`src/rtl/data_unpacker_if.sv`:
```
// Handshake and bus bundle between the DDR read FIFO, the unpacker and the
// downstream video pipeline.
interface data_unpacker_if #(
  parameter int g_DDR_AXI_DWIDTH_I = 512,
  parameter int g_DDR_AXI_DWIDTH_O = 32
);
  logic                          frame_start_i;
  logic [15:0]                   h_count_i;
  logic [15:0]                   v_count_i;
  logic                          fifo_empty_i;
  logic                          fifo_rd_en_o;
  logic [g_DDR_AXI_DWIDTH_I-1:0] fifo_data_i;
  logic [g_DDR_AXI_DWIDTH_O-1:0] data_o;
  logic                          data_valid_o;
  logic                          ready_i;
  logic                          line_end_o;
  logic                          frame_done_o;
  logic                          busy_o;

  modport slave (
    input  frame_start_i, h_count_i, v_count_i, fifo_empty_i, fifo_data_i, ready_i,
    output fifo_rd_en_o, data_o, data_valid_o, line_end_o, frame_done_o, busy_o
  );

  modport master (
    output frame_start_i, h_count_i, v_count_i, fifo_empty_i, fifo_data_i, ready_i,
    input  fifo_rd_en_o, data_o, data_valid_o, line_end_o, frame_done_o, busy_o
  );
endinterface

```
`src/rtl/data_unpacker.sv`:
```
// Splits wide DDR words from the read FIFO into narrow words, LSB lane first,
// and streams them line by line for a programmed line length and line count.
module data_unpacker #(
  parameter int g_DDR_AXI_DWIDTH_I = 512,
  parameter int g_DDR_AXI_DWIDTH_O = 32
) (
  input  logic           sys_clk_i,
  input  logic           rstn_i,
  data_unpacker_if.slave bus
);
  localparam int L      = g_DDR_AXI_DWIDTH_I / g_DDR_AXI_DWIDTH_O;
  localparam int LANE_W = (L > 1) ? $clog2(L) : 1;
  localparam logic [LANE_W-1:0] LAST_LANE = LANE_W'(L - 1);

  if (g_DDR_AXI_DWIDTH_I % g_DDR_AXI_DWIDTH_O != 0) begin : g_width_check
    $error("data_unpacker: input width must be a multiple of output width");
  end

  typedef enum logic [2:0] {
    IDLE     = 3'd0,
    FETCH    = 3'd1,
    LOAD     = 3'd2,
    SHIFT    = 3'd3,
    LINE_END = 3'd4,
    DONE     = 3'd5
  } state_t;

  state_t state, next_state;

  logic [g_DDR_AXI_DWIDTH_I-1:0] lanes_p0;
  logic [LANE_W-1:0]             lane_cnt;
  logic [15:0]                   word_cnt;
  logic [15:0]                   line_cnt;
  logic [15:0]                   h_len;
  logic [15:0]                   v_len;

  logic accept;
  logic line_full;
  logic frame_full;
  logic zero_size;

  logic rd_en;
  logic valid_nxt;
  logic line_end_nxt;
  logic frame_done_nxt;
  logic data_valid;
  logic line_end;
  logic frame_done;

  assign accept     = (state == SHIFT) && bus.ready_i;
  // 17-bit compares so the +1 can never alias back onto a small count.
  assign line_full  = ({1'b0, word_cnt} + 17'd1) == {1'b0, h_len};
  assign frame_full = ({1'b0, line_cnt} + 17'd1) == {1'b0, v_len};
  assign zero_size  = (bus.h_count_i == 16'd0) || (bus.v_count_i == 16'd0);

  // State register
  always_ff @(posedge sys_clk_i or negedge rstn_i) begin
    if (!rstn_i) begin
      state <= IDLE;
    end else begin
      state <= next_state;
    end
  end

  // Next-state logic
  always_comb begin
    next_state = state;
    case (state)
      IDLE: begin
        if (bus.frame_start_i) begin
          next_state = zero_size ? DONE : FETCH;
        end
      end
      FETCH: begin
        if (!bus.fifo_empty_i) begin
          next_state = LOAD;
        end
      end
      LOAD: begin
        next_state = SHIFT;
      end
      SHIFT: begin
        // A finished line always wins: leftover lanes are dropped so the
        // next line starts on a fresh wide word.
        if (accept) begin
          if (line_full) begin
            next_state = LINE_END;
          end else if (lane_cnt == LAST_LANE) begin
            next_state = FETCH;
          end
        end
      end
      LINE_END: begin
        next_state = frame_full ? DONE : FETCH;
      end
      DONE: begin
        next_state = IDLE;
      end
      default: begin
        next_state = IDLE;
      end
    endcase
  end

  // Output decode
  always_comb begin
    rd_en          = 1'b0;
    valid_nxt      = 1'b0;
    line_end_nxt   = 1'b0;
    frame_done_nxt = 1'b0;
    rd_en          = (state == FETCH) && !bus.fifo_empty_i;
    valid_nxt      = (next_state == SHIFT);
    line_end_nxt   = (state == LINE_END);
    frame_done_nxt = (state == DONE);
  end

  always_ff @(posedge sys_clk_i or negedge rstn_i) begin
    if (!rstn_i) begin
      data_valid <= 1'b0;
      line_end   <= 1'b0;
      frame_done <= 1'b0;
    end else begin
      data_valid <= valid_nxt;
      line_end   <= line_end_nxt;
      frame_done <= frame_done_nxt;
    end
  end

  // Stage p0: wide-word shift register and frame counters
  always_ff @(posedge sys_clk_i or negedge rstn_i) begin
    if (!rstn_i) begin
      lanes_p0 <= '0;
      lane_cnt <= '0;
      word_cnt <= '0;
      line_cnt <= '0;
      h_len    <= '0;
      v_len    <= '0;
    end else begin
      case (state)
        IDLE: begin
          if (bus.frame_start_i) begin
            h_len    <= bus.h_count_i;
            v_len    <= bus.v_count_i;
            word_cnt <= '0;
            line_cnt <= '0;
            lane_cnt <= '0;
          end
        end
        LOAD: begin
          lanes_p0 <= bus.fifo_data_i;
          lane_cnt <= '0;
        end
        SHIFT: begin
          if (accept) begin
            lanes_p0 <= lanes_p0 >> g_DDR_AXI_DWIDTH_O;
            lane_cnt <= lane_cnt + LANE_W'(1);
            word_cnt <= word_cnt + 16'd1;
          end
        end
        LINE_END: begin
          word_cnt <= '0;
          line_cnt <= line_cnt + 16'd1;
        end
        default: begin
        end
      endcase
    end
  end

  assign bus.fifo_rd_en_o = rd_en;
  assign bus.data_o       = lanes_p0[g_DDR_AXI_DWIDTH_O-1:0];
  assign bus.data_valid_o = data_valid;
  assign bus.line_end_o   = line_end;
  assign bus.frame_done_o = frame_done;
  assign bus.busy_o       = (state != IDLE);

endmodule

```
`src/flat_wrapper.sv`:
```
// flat-port wrapper written by rule: the top's interface ports become plain ports
module data_unpacker_flat 
#(
  parameter int g_DDR_AXI_DWIDTH_I = 512,
  parameter int g_DDR_AXI_DWIDTH_O = 32
)
  (sys_clk_i, rstn_i, bus_frame_start_i, bus_h_count_i, bus_v_count_i, bus_fifo_empty_i, bus_fifo_data_i, bus_ready_i, bus_fifo_rd_en_o, bus_data_o, bus_data_valid_o, bus_line_end_o, bus_frame_done_o, bus_busy_o);
  data_unpacker_if #(.g_DDR_AXI_DWIDTH_I(g_DDR_AXI_DWIDTH_I), .g_DDR_AXI_DWIDTH_O(g_DDR_AXI_DWIDTH_O)) bus_i ();
  input  logic sys_clk_i;
  input  logic rstn_i;
  input wire logic [$bits(bus_i.frame_start_i)-1:0] bus_frame_start_i;
  input wire logic [$bits(bus_i.h_count_i)-1:0] bus_h_count_i;
  input wire logic [$bits(bus_i.v_count_i)-1:0] bus_v_count_i;
  input wire logic [$bits(bus_i.fifo_empty_i)-1:0] bus_fifo_empty_i;
  input wire logic [$bits(bus_i.fifo_data_i)-1:0] bus_fifo_data_i;
  input wire logic [$bits(bus_i.ready_i)-1:0] bus_ready_i;
  output wire logic [$bits(bus_i.fifo_rd_en_o)-1:0] bus_fifo_rd_en_o;
  output wire logic [$bits(bus_i.data_o)-1:0] bus_data_o;
  output wire logic [$bits(bus_i.data_valid_o)-1:0] bus_data_valid_o;
  output wire logic [$bits(bus_i.line_end_o)-1:0] bus_line_end_o;
  output wire logic [$bits(bus_i.frame_done_o)-1:0] bus_frame_done_o;
  output wire logic [$bits(bus_i.busy_o)-1:0] bus_busy_o;
  assign bus_i.frame_start_i = bus_frame_start_i;
  assign bus_i.h_count_i = bus_h_count_i;
  assign bus_i.v_count_i = bus_v_count_i;
  assign bus_i.fifo_empty_i = bus_fifo_empty_i;
  assign bus_i.fifo_data_i = bus_fifo_data_i;
  assign bus_i.ready_i = bus_ready_i;
  assign bus_fifo_rd_en_o = bus_i.fifo_rd_en_o;
  assign bus_data_o = bus_i.data_o;
  assign bus_data_valid_o = bus_i.data_valid_o;
  assign bus_line_end_o = bus_i.line_end_o;
  assign bus_frame_done_o = bus_i.frame_done_o;
  assign bus_busy_o = bus_i.busy_o;
  data_unpacker #(.g_DDR_AXI_DWIDTH_I(g_DDR_AXI_DWIDTH_I), .g_DDR_AXI_DWIDTH_O(g_DDR_AXI_DWIDTH_O)) u_core (.sys_clk_i(sys_clk_i), .rstn_i(rstn_i), .bus(bus_i));
endmodule
```
`config.mk`:
```
export PLATFORM = sky130hd
export DESIGN_NAME = data_unpacker_flat
export DESIGN_NICKNAME = d
export VERILOG_FILES = /design/src/rtl/data_unpacker_if.sv /design/src/rtl/data_unpacker.sv /design/src/flat_wrapper.sv
export SDC_FILE = /design/constraint.sdc
export NUM_CORES = 1
export LEC_CHECK = 0
export BUFFER_PORTS_ARGS = -buffer_cell sky130_fd_sc_hd__buf_2
export CAP_MARGIN = 30
export CORE_MARGIN = 8
export CORE_UTILIZATION = 45
export CTS_CLUSTER_SIZE = 20
export DETAILED_ROUTE_END_ITERATION = 16
export GPL_ROUTABILITY_DRIVEN = 0
export PLACE_DENSITY = 0.77
export REMOVE_ABC_BUFFERS = 1
export SLEW_MARGIN = 25
export SYNTH_ARGS = -nofsm -noshare
export SYNTH_HDL_FRONTEND = slang
export SYNTH_SLANG_ARGS = --single-unit
```
`constraint.sdc`:
```
create_clock -name sys_clk_i -period 3.36 [get_ports sys_clk_i]
set_input_delay 0.504 -clock sys_clk_i [delete_from_list [all_inputs] [get_ports sys_clk_i]]
set_output_delay 0.504 -clock sys_clk_i [all_outputs]
set_load 0.02 [all_outputs]
```
* After elaboration in Yosys (flattened, before gate mapping)
Index checks and enable logic that the tools add are counted.
** Word-level totals
- Bits in registers :: 586
- Input bits :: 549
- Output and inout bits :: 37
- Word-level logic and storage cells :: 60
** Operators by class
- Add/subtract/negate cells :: 5
- Eq/ne operators :: 11
- Mux-type cells :: 17
- Reductions and logical operators :: 17
** Operators with widths (count)
- one-hot mux 512 bit (2 select lines) :: 1
- two-way mux 512 bit :: 1
- one-hot mux 16 bit (3 select lines) :: 1
- adder 16 x 1 -> 17 bit, second input constant :: 2
- equality test 17 x 16 -> 1 bit :: 2
- adder 16 x 1 -> 16 bit, second input constant :: 2
- logical NOT 16 bit :: 2
- two-way mux 16 bit :: 2
- one-hot mux 16 bit (2 select lines) :: 1
- two-way mux 3 bit :: 7
- one-hot mux 3 bit (5 select lines) :: 1
- one-hot mux 4 bit (3 select lines) :: 1
- equality test 3 x 2 -> 1 bit, second input constant :: 3
- nonzero test 3 bit :: 3
- two-way mux 4 bit :: 2
- equality test 3 bit, second input constant :: 2
- AND reduction 2 bit :: 3
- AND reduction 3 bit :: 2
- adder 4 x 1 -> 4 bit, second input constant :: 1
- equality test 4 bit, second input constant :: 1
- nonzero test 2 bit :: 2
- equality test 3 x 1 -> 1 bit, second input constant :: 1
- logical NOT 3 bit :: 1
- logical AND 1 bit :: 2
- 4 further kinds :: 4

* Logic depth before layout (Yosys ltp)
Gate-level depths: netlist of the first run.
- Depth after elaboration :: 6
- Depth in mapped cells :: 9
- Mapped depth without buffers :: 8

* Worst setup path before layout of the first run
OpenSTA, ideal clock, no wires.
- Kind :: register to register
- Start point :: register u_core.word_cnt[0]
- End point :: register u_core.state[1]
- Library setup time :: 0.126 ns
- Data arrival time :: 2.447 ns
- Required time :: 3.234 ns
- Setup slack :: 0.786 ns
- Cell stages (with the launch flop) :: 8
- Buffers on the path :: 0
- Period minus slack after synthesis :: 2.574 ns
- Cell sequence :: dfrtp_1 > ha_1 > nand3_2 > nor4_1 > xnor2_1 > o211ai_1 > or4_4 > a311o_1
** On the way
- Cells in the longest elaborated chain, start to end :: 5
** RTL lines
- start, declared :: line data_unpacker.sv:32 : logic [15:0] word_cnt;
- start signal, assigned :: line data_unpacker.sv:157 : word_cnt <= word_cnt + 16'd1;
- adder 16 x 1 -> 17 bit :: line data_unpacker.sv:52 : assign line_full = ({1'b0, word_cnt} + 17'd1) == {1'b0, h_len};
- equality test 17 x 16 -> 1 bit :: line data_unpacker.sv:52
- two-way mux 3 bit :: line data_unpacker.sv:86 : if (line_full) begin
- two-way mux 3 bit :: line data_unpacker.sv:85 : if (accept) begin
- one-hot mux 3 bit (5 select lines) :: line data_unpacker.sv:68 : case (state)
- via u_core.next_state[1] :: line data_unpacker.sv:28 : state_t state, next_state;
- end signal, assigned :: line data_unpacker.sv:61 : state <= next_state;
- end, declared :: line data_unpacker.sv:28
The timed path passes the listed nets, and every way through them passes these cells.
A chain may end at the register's enable or synchronous reset.

* Worst setup path after layout of the first run
Same ends and word-level chain as after synthesis.

==> results by group, run 1 <==
GRT
  • Largest net degree at the start of global routing: 164
  • First-pass GRT wire length: 116200 um
  • Initial antenna violation count: 31
  • Total gr overflow: 0
  • Total GRT Usage: 20.65%
  • Vias in the first global route: 21010

Power
  • Clock power frac: 22.2%
  • Pint: 19.43 mW
  • Net Sw Frac: 36.79%
  • Sequential power share: ~40%
  • P_sw: 11.31 mW
  • Combinational share of power: 37.9%
  • Pwr Density: 933.6 mW/mm2
  • LEAKAGE: 16.12 nW
  • Worst vdd ir: 0.0007228 V

Die
  • Core footprint: 0.06025 mm2
  • I/O pins: ~590
  • Die height: approximately 260 um
  • Row Count: 90
  • Initial Util: between 40% and 50%
  • Die ar.: around 0.069 mm2
  • DIE WIDTH: 262.4 um

Detailed routing
  • Vias: 20970
  • 1st-pass router iterations: 5
  • Routed met3 length: 3485 um
  • Residual DRC: 0
  • Highest routed layer: met5
  • Routed wire length: around 73000 um
  • Iter 0 DRT Violations: 1468
  • Post-route antenna net violation count: 0
  • M1 wire length: between 30000 and 40000 um
  • Met2 Routed Length: 36230 um
  • Via density per instance: between 5 and 6
  • WL per Instance: approximately 18 um

STA
  • Clock skew: 0.02319 ns
  • Fmax: 0.3436 GHz
  • Worst setup margin: 0.4501 ns
  • Slew @ Worst Pin: 0.9141 ns
  • Final Max Slew Viols: 0
  • Post-layout min period: 2.910 ns
  • Period utilization: 86.61%
  • Final setup violation count: 0
  • Unrepaired setup endpoints after global routing: false
  • Max-slew headroom: 39.06%
  • Setup_tns: 0 ns
  • Final Hold Vio Count: 0

Place
  • Place WS: between 0.4 and 0.5 ns
  • PortBufs: 585
  • HPWL Detailed: 53990 um
  • Dpl cell area: between 0.03 and 0.04 mm2

Synthesis
  • Yosys top cell by area: dfrtp_1
  • Largest cells by area after synthesis: dfrtp_1 54%, mux2i_1 18%, o21ai_0 10%
  • Cell area after synthesis: 0.02732 mm2
  • Number of synthesized flops with an enable pin: 0
  • Yosys warns: 0
  • Avg Inst Size Synth: 10.14 um2
  • Post-synth ARST share: 100.0%
  • Yosys reg bits: 586
  • Ys flop type: dfrtp_1
  • Syn Inst Count: 2695
  • Yosys top cell area share: 53.67%
  • Unique masters post-synth: 53
  • Sequential-to-total area share from yosys stat: 53.67%

Job
  • Maxcap violations: 0

Setup path
  • Cell Chain, Critical Path: ha_1 > nand3_2 > nor4_1 > xnor2_1 > o211ai_1 > or4_4 > a311o_1
  • Worst Path Required: 3.85 ns
  • CP endpoint kind: flop
  • CP startpoint kind: flop
  • CP Class: reg2reg
  • WP buf/inv: 0
  • CP peak stage delay: 0.68 ns
  • CP top delay family: simple AND/OR/NAND/NOR gates
  • CP arrival: 3.40 ns
  • Slowest-stage cell, CP: nor4_1
  • Critical path fanouts, max: 9
  • Reg2reg setup slack: 0.45 ns

Clocking
  • Clock Root Buffer: clkbuf_16
  • TritonCTS clock tree: done
  • CTS buffer count: 60
  • Post-CTS resize count: 0
  • CTS Hold Bufs: 1
  • Clk sinks: 586
  • Setup repair bufs after CTS: 0
  • Clk_lat worst skew: a little over 0.6 ns
  • H-tree Lvls: 2
  • Max clock buf depth: 3
  • Clk pin slew, worst setup/hold paths: 0.06 ns

Layout
  • Final core occ: 54.65%
  • Commonest cells after routing, fill and taps aside: 586 x dfrtp_1, 584 x buf_2, 575 x nand2_1
  • Layout overhead on the synthesized area: 20.50%
  • Nets: around 3700
  • Fillers: 5239
  • Commonest non-fill, non-tap cell in the layout: dfrtp_1
  • Share of layout cells above drive strength 1: roughly a quarter
  • Final instance area: 0.03292 mm2

Worst hold path
  • Min-Delay Path Class: in2reg

Outcome
  • Status: completed
[per-stage QoR]
| step | hold slack, ns | total power, mW | instances |
|---|---|---|---|
| final | 0.09582 | 30.74 | 4026 |
| after global routing | 0.07256 | 33.06 | 4021 |
| after CTS | 0.05692 | 30.92 | 3995 |
| after detailed placement | 0.4651 | 24.03 | 3883 |
| after global placement | 0.4575 | 23.49 | 3883 |
| after floorplan | 0.2084 | 15.06 | 2468 |
[Yosys cell counts (4+ instances only)]
library cell and number:
dfrtp_1 586, nand2_1 577, o21ai_0 564, mux2i_1 484, clkbuf_1 174, buf_4 33, xnor2_1 33, mux2_2 31
nor2_1 31, nand3_1 14, buf_1 13, nor4_1 13, nand4_1 12, xor2_1 12, inv_1 11, a21oi_1 10
nor3_1 9, o31ai_1 9, and3_1 8, buf_2 7, a31oi_1 6, or3_1 6, and2_1 4, nand3b_1 4
[worst min-delay path: cells and delay by family]
kind	cells	cell delay, ns
buffers and inverters	1	0.07
AOI/OAI and AO/OA	1	0.05
and+or+nand+nor	1	0.03
[per-layer routing]
layer  vias to the layer above  GRT usage [%]
met5                         -              0
met4                         8          8.072
met3                       129          3.414
met2                       500          34.29
met1                     10070          26.91
li1                      10260              -
[state kept, by name (all words and copies together), names as in the netlist]
name,count
u_core.line_cnt,16
u_core.lanes_p0,512
u_core.lane_cnt,4
u_core.word_cnt,16
u_core.state,3
u_core.bus.line_end_o,1
u_core.bus.frame_done_o,1
u_core.v_len,16
u_core.bus.data_valid_o,1
u_core.h_len,16
[logic make-up after synthesis]
| group | count (synthesis) | share of synthesized area (%) |
|---|---|---|
| adders and majority gates | 3 | 0.1374 |
| muxes | 515 | 19.01 |
| DFF | 586 | 53.67 |
| and+or+nand+nor | 696 | 10.40 |
| buffers and inverters | 239 | 3.769 |
| AOI/OAI and AO/OA | 611 | 11.56 |
| xor gates and xnor gates | 45 | 1.443 |
[power groups by stage]
| stage | combinational, mW | clock [mW] | sequential, mW |
|---|---|---|---|
| after floorplan | 4.78 | 0 | 10.3 |
| after global placement | 11.3 | 0 | 12.2 |
| after detailed placement | 11.7 | 0 | 12.4 |
| after CTS | 11.7 | 6.95 | 12.2 |
| after global routing | 13.2 | 7.27 | 12.6 |
| final | 11.7 | 6.82 | 12.3 |
[path summary, 6_finish.rpt]
path | start | to | cells after the start
setup / recovery | u_core.word_cnt[0] | u_core.state[1] | 7
hold / removal | bus_fifo_data_i[493] | u_core.lanes_p0[493] | 3
setup reg to reg | u_core.word_cnt[0] | u_core.state[1] | 7
hold reg to reg | u_core.lanes_p0[388] | u_core.lanes_p0[388] | 2
max in group asynchronous | rstn_i | u_core.lanes_p0[253] | 3
min in group asynchronous | rstn_i | u_core.lanes_p0[139] | 2
[final cells by class]
type | count | area, um2 | area share [%]
Timing Repair Buffer | 634 | 3483 | 10.58
Clock inverter | 20 | 275.3 | 0.8361
Clock buffer | 91 | 1748 | 5.309
Multi-Input combinational cell | 1870 | 11650 | 35.39
Inverter | 12 | 45.04 | 0.1368
Antenna cell | 31 | 77.57 | 0.2356
Tap cell | 782 | 978.4 | 2.972
Sequential cell | 586 | 14660 | 44.54
No activity file was read; power rests on OpenSTA's default activity.
==> run 2, diff against run 1 <==
--- a/config.mk
+++ b/config.mk
@@ -9,10 +9,11 @@
 export CAP_MARGIN = 30
 export CORE_MARGIN = 8
 export CORE_UTILIZATION = 45
+export CTS_BUF_LIST = sky130_fd_sc_hd__clkbuf_16
 export CTS_CLUSTER_SIZE = 20
 export DETAILED_ROUTE_END_ITERATION = 16
 export GPL_ROUTABILITY_DRIVEN = 0
-export PLACE_DENSITY = 0.77
+export PLACE_DENSITY = 0.8
 export REMOVE_ABC_BUFFERS = 1
 export SLEW_MARGIN = 25
 export SYNTH_ARGS = -nofsm -noshare
==> constraint.sdc (replaced) <==
create_clock -name sys_clk_i -period 2.55 [get_ports sys_clk_i]
set_input_delay 0.3825 -clock sys_clk_i [delete_from_list [all_inputs] [get_ports sys_clk_i]]
set_output_delay 0.3825 -clock sys_clk_i [all_outputs]
set_load 0.02 [all_outputs]
==> run 2 against run 1 <==
Net effect:
- first-iteration DRC count up 8.9%
- combinational power up 37%
- critical endpoint unchanged
- sequential power up 31%
- critical path depth up 1
- utilization up 1.5 points
- design area up 2.8%
- largest power group unchanged
- sequential share of layout area down 1.2 points
==> results by group, run 2 (synthesis results as in run 1) <==
Setup path
  • Worst Path Required: 3.04 ns (-0.81 ns)
  • CP Class: reg2reg
  • Cell Chain, Critical Path: ha_4 > xor2_1 > a211oi_1 > nand4_1 > nor3_1 > o2111ai_1 > or4_4 > a311o_1
  • CP peak stage delay: 0.47 ns (-0.21 ns)
  • CP endpoint kind: flop
  • WP buf/inv: 0 (unchanged)
  • CP arrival: 3.01 ns (-0.39 ns)
  • Slowest-stage cell, CP: or4_4
  • Critical path fanouts, max: 3 (-6)
  • CP top delay family: simple AND/OR/NAND/NOR gates
  • CP startpoint kind: flop

Clocking
  • Clk_lat worst skew: 0.61 ns (about the same)
  • Clock Root Buffer: clkbuf_16
  • CTS buffer count: 61 (+1.7%)
  • Max clock buf depth: 3 (unchanged)
  • H-tree Lvls: 2 (unchanged)
  • Clk pin slew, worst setup/hold paths: 0.06 ns (about the same)
  • Clk sinks: 586 (unchanged)
  • TritonCTS clock tree: done

GRT
  • Largest net degree at the start of global routing: 137 (-16%)
  • Initial antenna violation count: 38 (+23%)
  • Total GRT Usage: 21.58% (+0.94 points)
  • First-pass GRT wire length: 121800 um (+4.8%)
  • Vias in the first global route: 22190 (+5.7%)
  • Total gr overflow: 0 (unchanged)

Worst hold path
  • Min-Delay Path Class: in2reg

Detailed routing
  • WL per Instance: 18.65 um (+2.1%)
  • Residual DRC: 0 (unchanged)
  • Met2 Routed Length: 38670 um (+6.7%)
  • M1 wire length: 31350 um (-0.66%)
  • Iter 0 DRT Violations: 1599 (+8.9%)
  • Routed wire length: 76860 um (+4.6%)
  • Highest routed layer: met5
  • 1st-pass router iterations: 5 (unchanged)
  • Vias: 21700 (+3.5%)
  • Routed met3 length: 3658 um (+5.0%)
  • Post-route antenna net violation count: 0 (unchanged)
  • Via density per instance: 5.265 (+1.1%)

Place
  • Dpl cell area: 0.03116 mm2 (+1.1%)
  • Placed cell count: 3916 (+0.85%)
  • HPWL Detailed: 55270 um (+2.4%)
  • PortBufs: 585 (unchanged)

STA
  • Post-layout min period: 2.520 ns (-0.3896 ns)
  • Fmax: 0.3968 GHz (+15%)
  • Max-slew headroom: 42.38% (+3.3 points)
  • Final Hold Vio Count: 0 (unchanged)
  • Clock skew: 0.01524 ns (-0.007947 ns)
  • Final setup violation count: 0 (unchanged)
  • Slew @ Worst Pin: 0.8643 ns (-0.04980 ns)
  • Period utilization: 98.84% (+12 points)
  • Hold_ws: 0.04303 ns (-0.05278 ns)
  • Final Max Slew Viols: 0 (unchanged)

Layout
  • Most flops, register: u_core.lanes_p0
  • Commonest non-fill, non-tap cell in the layout: buf_2
  • Register area: 0.01467 mm2 (about the same)
  • Share of layout cells above drive strength 1: 24.75% (+0.82 points)
  • Nets: 3805 (+2.4%)
  • Fin cells: 4122 (+2.4%)
  • Commonest cells after routing, fill and taps aside: 584 x buf_2, 582 x dfrtp_1, 575 x nand2_1
  • Layout overhead on the synthesized area: 23.82%
  • Fillers: 5144 (-1.8%)
  • Final instance area: 0.03383 mm2 (+2.8%)
  • Max reg flops: 512 (unchanged)
  • Area of the multi-input gates: 0.01174 mm2 (+0.77%)

Power
  • Power, Total: 40.76 mW (+33%)
  • LEAKAGE: 16.60 nW (+3.0%)
  • Pwr Density: 1205 mW/mm2 (+29%)
  • Worst vdd ir: 0.0007345 V (+1.6%)

Die
  • Core footprint: 0.06025 mm2 (unchanged)
  • Initial Util: 45.35% (unchanged)
  • Die ar.: 0.06885 mm2 (unchanged)
  • I/O pins: 586 (unchanged)
  • DIE WIDTH: 262.4 um (unchanged)
  • Die height: 262.4 um (unchanged)
  • Row Count: 90 (unchanged)

Outcome
  • Status: completed

Job
  • Maxcap violations: 0 (unchanged)
-- run 2: repair_timing --
| action | in CTS | in global routing |
|---|---|---|
| gates resized for setup | 4 | 15 |
| pin swaps | 3 | 10 |
| buffers inserted | 3 | 4 |
| setup endpoints to repair | 1 | 4 |
| endpoints found under the hold margin | 85 | 0 |
| hold buffers | 49 | 0 |
-- run 2: final cells by class --
class                           instances  area share [%]
Tap cell                              782           2.892
Sequential cell                       586           43.36
Inverter                               12          0.1331
Clock buffer                           63           4.660
Antenna cell                           39          0.2885
Multi-Input combinational cell       1870           34.71
Timing Repair Buffer                  722           12.91
Clock inverter                         48           1.047
-- run 2: path summary, 6_finish.rpt --
check / startpoint / to / slack [ns] / depth (start not counted)
setup / recovery: u_core.word_cnt[0] / u_core.state[1] / 0.03 / 8
hold / removal: bus_fifo_data_i[503] / u_core.lanes_p0[503] / 0.04 / 3
setup reg to reg: u_core.word_cnt[0] / u_core.state[1] / 0.03 / 8
hold reg to reg: u_core.lanes_p0[7] / u_core.lanes_p0[7] / 0.47 / 2
max in group asynchronous: rstn_i / u_core.lanes_p0[247] / 1.32 / 3
min in group asynchronous: rstn_i / u_core.lanes_p0[2] / 0.37 / 2
-- run 2: per-stage QoR --
step / TNS, ns / setup WS (ns) / util (%)
2_1_floorplan: -8588.34 / -21.75 / -
3_3_place_gp: -0.07159 / -0.07159 / 51.72
3_5_place_dp: -0.05468 / -0.05468 / 51.72
4_1_cts: 0 / 0.02923 / 55.82
5_1_grt: -0.1136 / -0.06760 / 56.13
6_report: 0 / 0.02966 / 56.15
-- run 2: report_power, final --
part / switching, mW / internal [mW] / leakage [nW]
Clock: 3.70 / 4.95 / 0.994
Sequential: 2.58 / 13.5 / 7.39
Combinational: 8.98 / 7.00 / 8.22
Total: 15.3 / 25.5 / 16.6
-- run 2: per-layer routing --
layer | vias to the layer above | GRT usage, %
met2 | 642 | 36.46
met3 | 190 | 3.471
met5 | - | 0
met4 | 4 | 10.87
li1 | 10440 | -
met1 | 10430 | 26.70
-- run 2: worst reg2reg max path, stage by stage (launching register included) --
cell and delay (ns):
dfrtp_1 0.43, ha_4 0.27, xor2_1 0.17, a211oi_1 0.26, nand4_1 0.14, nor3_1 0.20
o2111ai_1 0.14, or4_4 0.47, a311o_1 0.32
==> run 3, diff against run 2 <==
--- a/config.mk
+++ b/config.mk
@@ -8,14 +8,13 @@
 export BUFFER_PORTS_ARGS = -buffer_cell sky130_fd_sc_hd__buf_2
 export CAP_MARGIN = 30
 export CORE_MARGIN = 8
-export CORE_UTILIZATION = 45
+export CORE_UTILIZATION = 50
 export CTS_BUF_LIST = sky130_fd_sc_hd__clkbuf_16
 export CTS_CLUSTER_SIZE = 20
 export DETAILED_ROUTE_END_ITERATION = 16
 export GPL_ROUTABILITY_DRIVEN = 0
-export PLACE_DENSITY = 0.8
+export PLACE_DENSITY = 0.86
 export REMOVE_ABC_BUFFERS = 1
-export SLEW_MARGIN = 25
 export SYNTH_ARGS = -nofsm -noshare
 export SYNTH_HDL_FRONTEND = slang
 export SYNTH_SLANG_ARGS = --single-unit
==> run 3 against run 2 <==
Net effect:
- the run now ends with setup timing left
- critical path type unchanged
- sequential power about the same
- critical path depth up 1
- first-iteration DRC count up 17%
- largest cell class unchanged
- die area down 9.4%
- cell count down 2.1%
- worst hold slack about the same
- clock-buffer cell count down 3
- total power about the same
- critical endpoint unchanged
==> results by group, run 3 (synthesis results as in run 1) <==
Place
  • HPWL Detailed: 55420 um (+0.28%)
  • Dpl cell area: 0.03113 mm2 (-0.10%)
  • Place WS: -0.06084 ns (-0.006158 ns)
  • PortBufs: 585 (unchanged)

GRT
  • Total gr overflow: 0 (unchanged)
  • Vias in the first global route: 22610 (+1.9%)
  • Initial antenna violation count: 43 (+13%)
  • First-pass GRT wire length: 122300 um (+0.45%)
  • Total GRT Usage: 24.07% (+2.5 points)
  • Largest net degree at the start of global routing: 134 (-2.2%)

Layout
  • Commonest cells after routing, fill and taps aside: 584 x buf_2, 583 x dfrtp_1, 575 x nand2_1
  • Most flops, register: u_core.lanes_p0
  • Register area: 0.01467 mm2 (about the same)
  • Final instance area: 0.03368 mm2 (-0.43%)
  • Share of layout cells above drive strength 1: 24.70% (-0.046 points)
  • Area of the multi-input gates: 0.01175 mm2 (about the same)
  • Max reg flops: 512 (unchanged)
  • Nets: 3804 (-0.026%)
  • Layout overhead on the synthesized area: 23.29%
  • Commonest non-fill, non-tap cell in the layout: buf_2
  • Final core occ: 62.47% (+6.3 points)
  • Fillers: 4089 (-21%)

Setup path
  • CP startpoint kind: flop
  • Reg2reg setup slack: -0.04 ns (-0.07 ns)
  • CP top delay family: simple AND/OR/NAND/NOR gates
  • CP most frequent cell: buf_6
  • FF-to-FF Start: u_core.word_cnt[1]
  • WP buf/inv: 2 (+2)
  • R2r endpoint: u_core.state[1]
  • Critical path origin: u_core.word_cnt[1]
  • Critical path fanouts, max: 4 (+1)
  • CP endpoint kind: flop
  • Slowest-stage cell, CP: or4_4
  • Reg2reg path depth: 9 (+1)
  • Worst Path Required: 3.04 ns (about the same)
  • CP Class: reg2reg
  • CP arrival: 3.08 ns (+0.07 ns)
  • CP peak stage delay: 0.57 ns (+0.10 ns)
  • Cell Chain, Critical Path: buf_6 > nand4_1 > buf_6 > nor4_4 > and3_4 > xnor2_2 > o211ai_1 > or4_4 > a311o_1

Die
  • Initial Util: 50.67% (+5.3 points)
  • I/O pins: 586 (unchanged)
  • DIE WIDTH: 249.8 um (-4.8%)
  • Row Count: 85 (-5.6%)
  • Die height: 249.8 um (-4.8%)
  • Core footprint: 0.05392 mm2 (-10%)
  • Die ar.: 0.06238 mm2 (-9.4%)

Power
  • Worst vdd ir: 0.0007945 V (+8.2%)
  • Pwr Density: 1210 mW/mm2 (+0.45%)
  • LEAKAGE: 16.57 nW (-0.18%)

Clocking
  • Clk pin slew, worst setup/hold paths: 0.06 ns (about the same)
  • CTS buffer count: 60 (-1.6%)
  • Clock Root Buffer: clkbuf_16
  • TritonCTS clock tree: done
  • Clk sinks: 586 (unchanged)
  • H-tree Lvls: 2 (unchanged)
  • Max clock buf depth: 3 (unchanged)
  • Clk_lat worst skew: 0.61 ns (about the same)

Outcome
  • Failing checks: setup timing
  • Status: finished with violations

Detailed routing
  • Vias: 22220 (+2.4%)
  • Residual DRC: 0 (unchanged)
  • WL per Instance: 19.48 um (+4.5%)
  • Via density per instance: 5.507 (+4.6%)
  • Post-route antenna net violation count: 0 (unchanged)
  • Routed wire length: 78580 um (+2.2%)
  • 1st-pass router iterations: 7 (+2)
  • Iter 0 DRT Violations: 1872 (+17%)

STA
  • Worst setup margin: -0.03620 ns (-0.06586 ns)
  • Final setup violation count: 1 (+1)
  • Final Hold Vio Count: 0 (unchanged)
  • Period utilization: 101.4% (+2.6 points)
  • Final Max Slew Viols: 0 (unchanged)
  • Clock skew: 0.02722 ns (+0.01198 ns)
  • Post-layout min period: 2.586 ns (+0.06586 ns)
  • Hold_ws: 0.04267 ns (-0.0003604 ns)
  • Unrepaired setup endpoints after global routing: true
  • Fmax: 0.3867 GHz (-2.5%)
  • Max-slew headroom: 32.22% (-10 points)
  • Slew @ Worst Pin: 1.013 ns (+0.1487 ns)

Worst hold path
  • Worst hold endpoint: u_core.lanes_p0[490]
  • Worst hold start: bus_fifo_data_i[490]
  • Min-Delay Path Class: in2reg
  • WHS Path Cells: 3 (unchanged)

Job
  • Maxcap violations: 0 (unchanged)
-- run 3: worst register-to-register path: cells and delay by family (launching register included) --
kind	cells	cell delay, ns
and+or+nand+nor	4	1.23
AOI/OAI and AO/OA	2	0.44
DFF	1	0.40
buffers and inverters	2	0.30
xor gates and xnor gates	1	0.11
-- run 3: final cells by class --
type                    count  share of cell area, %
repair buffers            722                  13.07
clock inverters            49                  1.033
clock buffers              60                  4.457
diodes                     40                 0.2972
well taps                 696                  2.585
multi-input cells        1870                  34.88
inverters                  12                 0.1337
flip-flops and latches    586                  43.55
-- run 3: worst max path at each step --
stage | endpoint | slack, ns | cells past startpoint
after floorplan | u_core.word_cnt[10] | -21.75 | 4
after global placement | u_core.state[1] | -0.03 | 8
after detailed placement | u_core.state[1] | -0.06 | 9
after CTS | u_core.state[1] | 0.0005 | 8
after global routing | u_core.state[1] | -0.09 | 9
final | u_core.state[1] | -0.04 | 9
-- run 3: routing by layer --
layer | global-route usage [%] | vias up | wire length [um]
li1 | - | 10460 | -
met1 | 29.08 | 10760 | 31190
met2 | 40.45 | 765 | 39340
met3 | 4.635 | 230 | 4364
met4 | 13.10 | 10 | 3640
met5 | 0 | - | 56
-- run 3: timing repair --
action                     4_1_cts  5_1_grt
buffers inserted                 1        5
hold endpoints to repair        81        0
hold buffers                    45        0
pin swaps                        1        7
setup endpoints to repair        1        5
resized for setup                2       20
-- run 3: power breakdown --
part	total [mW]	internal, mW	switching [mW]
clock	8.38	4.67	3.71
sequential	16.1	13.5	2.59
combinational	16.3	7.15	9.10
total	40.8	25.4	15.4
-- run 3: per-stage QoR --
stage / power [mW] / cells / TNS (ns)
after floorplan: 17.87 / 2468 / -8588.34
after global placement: 31.22 / 3835 / -0.02810
after detailed placement: 32.13 / 3835 / -0.06084
after CTS: 40.73 / 3990 / 0
after global routing: 43.51 / 4033 / -0.1448
final: 40.77 / 4035 / -0.03620
